## config.mk

```make
export PLATFORM = sky130hd
export DESIGN_NAME = nzcv_cond_unit
export DESIGN_NICKNAME = d
export VERILOG_FILES = /design/src/rtl/nzcv_cond_unit.sv
export SDC_FILE = /design/constraint.sdc
export NUM_CORES = 1
export LEC_CHECK = 0
export ABC_AREA = 1
export CORE_UTILIZATION = 39
export DETAILED_ROUTE_END_ITERATION = 7
export GPL_TIMING_DRIVEN = 0
export PLACE_DENSITY = 0.75
export SYNTH_ARGS = -nofsm -noshare
export SYNTH_HDL_FRONTEND = slang
export SYNTH_SLANG_ARGS = --single-unit
export TNS_END_PERCENT = 10
```

## constraint.sdc

```tcl
create_clock -name i_clk -period 1.4 [get_ports i_clk]
set_clock_uncertainty 0.05 [all_clocks]
set_input_delay 0.28 -clock i_clk [delete_from_list [all_inputs] [get_ports i_clk]]
set_output_delay 0.28 -clock i_clk [all_outputs]
set_load 0.02 [all_outputs]
```

## src/rtl/nzcv_cond_unit.sv

```systemverilog
// NZCV flag register with an ARM-style condition evaluator behind a
// one-deep valid/ready output stage and a saturating pass counter.
module nzcv_cond_unit #(
  parameter int unsigned TAG_W = 4
) (
  input  logic             i_clk,
  input  logic             i_reset,
  input  logic             i_flags_we,
  input  logic [3:0]       i_nzcv,
  input  logic             i_valid,
  output logic             o_ready,
  input  logic [3:0]       i_cond,
  input  logic [TAG_W-1:0] i_tag,
  output logic             o_valid,
  input  logic             i_ready,
  output logic             o_pass,
  output logic [TAG_W-1:0] o_tag,
  output logic [3:0]       o_nzcv,
  output logic [7:0]       o_pass_cnt
);

  logic [3:0]       flags_q;
  logic             valid_q;
  logic             pass_q;
  logic [TAG_W-1:0] tag_q;
  logic [7:0]       cnt_q;

  logic accept;
  logic deliver;
  logic cond_true;
  logic n, z, c, v;

  assign n = flags_q[3];
  assign z = flags_q[2];
  assign c = flags_q[1];
  assign v = flags_q[0];

  // Output slot is free when empty or being drained this cycle.
  assign o_ready = ~valid_q | i_ready;
  assign accept  = i_valid & o_ready;
  assign deliver = valid_q & i_ready;

  // Condition decode against the flags currently held (pre-edge value).
  always_comb begin
    cond_true = 1'b0;
    case (i_cond)
      4'h0:    cond_true = z;
      4'h1:    cond_true = ~z;
      4'h2:    cond_true = c;
      4'h3:    cond_true = ~c;
      4'h4:    cond_true = n;
      4'h5:    cond_true = ~n;
      4'h6:    cond_true = v;
      4'h7:    cond_true = ~v;
      4'h8:    cond_true = c & ~z;
      4'h9:    cond_true = ~c | z;
      4'hA:    cond_true = (n == v);
      4'hB:    cond_true = (n != v);
      4'hC:    cond_true = ~z & (n == v);
      4'hD:    cond_true = z | (n != v);
      4'hE:    cond_true = 1'b1;
      default: cond_true = 1'b0;
    endcase
  end

  // Flag register; writes are independent of the handshake.
  always_ff @(posedge i_clk) begin
    if (i_reset) begin
      flags_q <= 4'b0000;
    end else if (i_flags_we) begin
      flags_q <= i_nzcv;
    end
  end

  // Output register: load on accept, drop on delivery without refill.
  always_ff @(posedge i_clk) begin
    if (i_reset) begin
      valid_q <= 1'b0;
      pass_q  <= 1'b0;
      tag_q   <= '0;
    end else if (accept) begin
      valid_q <= 1'b1;
      pass_q  <= cond_true;
      tag_q   <= i_tag;
    end else if (deliver) begin
      valid_q <= 1'b0;
    end
  end

  // Saturating count of delivered passing results.
  always_ff @(posedge i_clk) begin
    if (i_reset) begin
      cnt_q <= 8'd0;
    end else if (deliver && pass_q && (cnt_q != 8'hFF)) begin
      cnt_q <= cnt_q + 8'd1;
    end
  end

  assign o_valid    = valid_q;
  assign o_pass     = pass_q;
  assign o_tag      = tag_q;
  assign o_nzcv     = flags_q;
  assign o_pass_cnt = cnt_q;

endmodule
```

==> metrics.txt <==
vias=between 1000 and 1500; # IOs=36; post-detail-place hpwl=between 1500 and 2000 µm; Net count, final=201; Mapped Nets=approximately 160; f_max=680 MHz; final setup margin=-0.0708 ns; vias in the first global route=909; Fin Setup TNS=-0.116 ns; gpl congestion=roughly 0.77; TritonCTS buffer count=3; period utilization=105%; hold crit path type=flop to flop; Hold Crit Endpoint=o_pass_cnt[0]; die height=51.6 µm; WP buf/inv=0; antenna violations before repair=0; commonest non-fill, non-tap cell in the layout=nand2_1; CP Max Fanout=5; FF-to-FF setup slack=-0.07 ns; Setup Buffers After CTS=0; area delta synth->final=44.6%; Mapped Area=between 900 and 1000 µm²; post-route ant nets=0; design area=between 1000 and 1500 µm²; share of layout cells above drive strength 1=14.8%; cell family with most CP delay=simple AND/OR/NAND/NOR gates; DR pass1 iterations=4; root buf cell=clkbuf_4; first-pass GRT wire length=3910 µm; largest net degree at the start of global routing=11; Avg WL per Cell=11.5 µm; Tightest Pin Transition=between 0.3 and 0.4 ns; Via density=between 5 and 6; CTS Buffer Depth=2; minimum clock period=roughly 1.5 ns; worst endpoint required time=~1.6 ns; filler cell count=~210; TritonCTS clock tree=done; Routed WL=2410 µm; Max Cap Violations=0; Final Setup Violations=3; Synth Warn #=0; clock slew at reported path FFs=between 0.1 and 0.15 ns; Rows=17; Max-slew headroom=between 70% and 80%; Critical Path Slowest Stage Cell=dfxtp_4; Initial Utilization=42.5%; Post-Syn Area per Cell=~6.7 µm²; status=complete, but fails checks; top cell type's share of synthesized area=~38%; DRC=0; CORE AREA=~2300 µm²; Total GRT Usage=roughly 20%; pwr/cell area=roughly 750 nW/µm²; synth unique cells=25; H-tree depth reported by CTS=1; failing checks=negative setup slack; Area after DPL=about 1400 µm²; Final Core Density=just over 60%; Die Wd=between 50 and 60 µm; #FFs+latches synth=18; RSZ-0062 raised after global routing=true; area of the die=between 2000 and 3000 µm²; Crit path largest cell delay=about 0.39 ns; clk_lat worst skew=0.30 ns; port buffer count=34; final max-slew violation count=0; Worst EP arrival=1.64 ns; peak supply drop=582 µV; critical path endpoint category=flop; Pleak=between 0.6 and 0.7 nW; RR Startpoint=o_pass_cnt[0]; most frequent cells in the layout=nand2_1, nor2_1, dfxtp_1; Hold Slack=around 0.44 ns; CP cell instances=ha_4, nand2_4, nor3_4, a21oi_4, nand3_2, nor2_1, nor3b_2; reg2reg end=o_pass_cnt[5]; DR iter-0 viols=17; final hold violations=0; register area share after synthesis=~38%; hold path depth=1; Post-Syn Instances=about 140; Area contributors post-synth=dfxtp_1, nand2_1, nand3_1, nor2_1, a21oi_1; Register-to-Register Path Depth=7; # diodes=0; post-synth top area cell=dfxtp_1; gr ovfl total=0; clock sink count=18; WS Path Type=flop to flop; startpoint class of the critical path=flop; hold path startpoint=o_pass_cnt[0]
==> metal layers <==
layer	vias up	GRT usage (%)	share of wire (%)
met5	-	0	0
met4	0	12.2	2.1
met3	6	2.34	5.4
met2	46	34.2	50
met1	487	23.2	43
li1	542	-	-
==> cell type report <==
type	instances	area [µm²]	area share (%)
inverter	19	76.3	5.51
buffer	2	10.0	0.722
tap	28	35.0	2.53
sequential	18	368	26.5
timing repair buffer	34	322	23.2
multi-input combinational	105	549	39.6
clock buffer	4	26.3	1.90
==> worst max-delay path by stage <==
stage | startpoint | to | slack, ns | cells past startpoint
2_1_floorplan | o_pass_cnt[0] | o_pass_cnt[4] | -0.004 | 8
3_3_place_gp | i_ready | o_ready | -0.41 | 4
3_5_place_dp | i_ready | o_ready | -0.45 | 4
4_1_cts | i_cond[3] | o_pass | -0.06 | 8
5_1_grt | o_pass_cnt[0] | o_pass_cnt[5] | -0.12 | 7
6_report | o_pass_cnt[0] | o_pass_cnt[5] | -0.07 | 7
==> cell usage after synthesis, drive strengths merged <==
master,number
and3,1
o21ai,11
inv,18
a21oi,14
clkinv,1
xnor2,1
dfxtp,18
nor3b,1
nand3,15
nor2,20
ha,1
nand2,36
xor2,1
buf,2
nand4,1
nor3,2
==> registers in the layout, summed over array words and instances, names as in the netlist <==
name,cells
o_valid,1
o_tag,4
o_nzcv,4
o_pass_cnt,8
o_pass,1
==> cells by family (layout without fill, tap and decap cells) <==
| family | Yosys count | count (layout) | synth area share [%] |
|---|---|---|---|
| AOI/OAI and AO/OA | 25 | 26 | 14.2 |
| and+or+nand+nor | 76 | 76 | 36.2 |
| buffers and inverters | 21 | 59 | 8.88 |
| adders and majority gates | 1 | 1 | 1.31 |
| DFF | 18 | 18 | 37.6 |
| xor gates and xnor gates | 2 | 2 | 1.83 |
==> power breakdown <==
group          total, mW  leakage [nW]  internal [mW]  switching [mW]
sequential         0.550         0.149          0.532          0.0178
clock              0.270        0.0150          0.111           0.159
combinational      0.224         0.524         0.0993           0.125
==> per-stage QoR <==
stage	total power, mW	std cells	setup slack [ns]
2_1_floorplan	0.679	143	-0.00432
3_3_place_gp	0.791	205	-0.408
3_5_place_dp	0.797	205	-0.450
4_1_cts	1.05	209	-0.0593
5_1_grt	1.10	210	-0.121
6_report	1.04	210	-0.0708
==> repair_timing <==
action | 4_1_cts | 5_1_grt
setup endpoints to repair | 28 | 16
gates resized for setup | 29 | 14
cloned | 0 | 1
pin swaps | 3 | 2
hold buffers | 0 | 0
(Power assumes the default switching activity.)
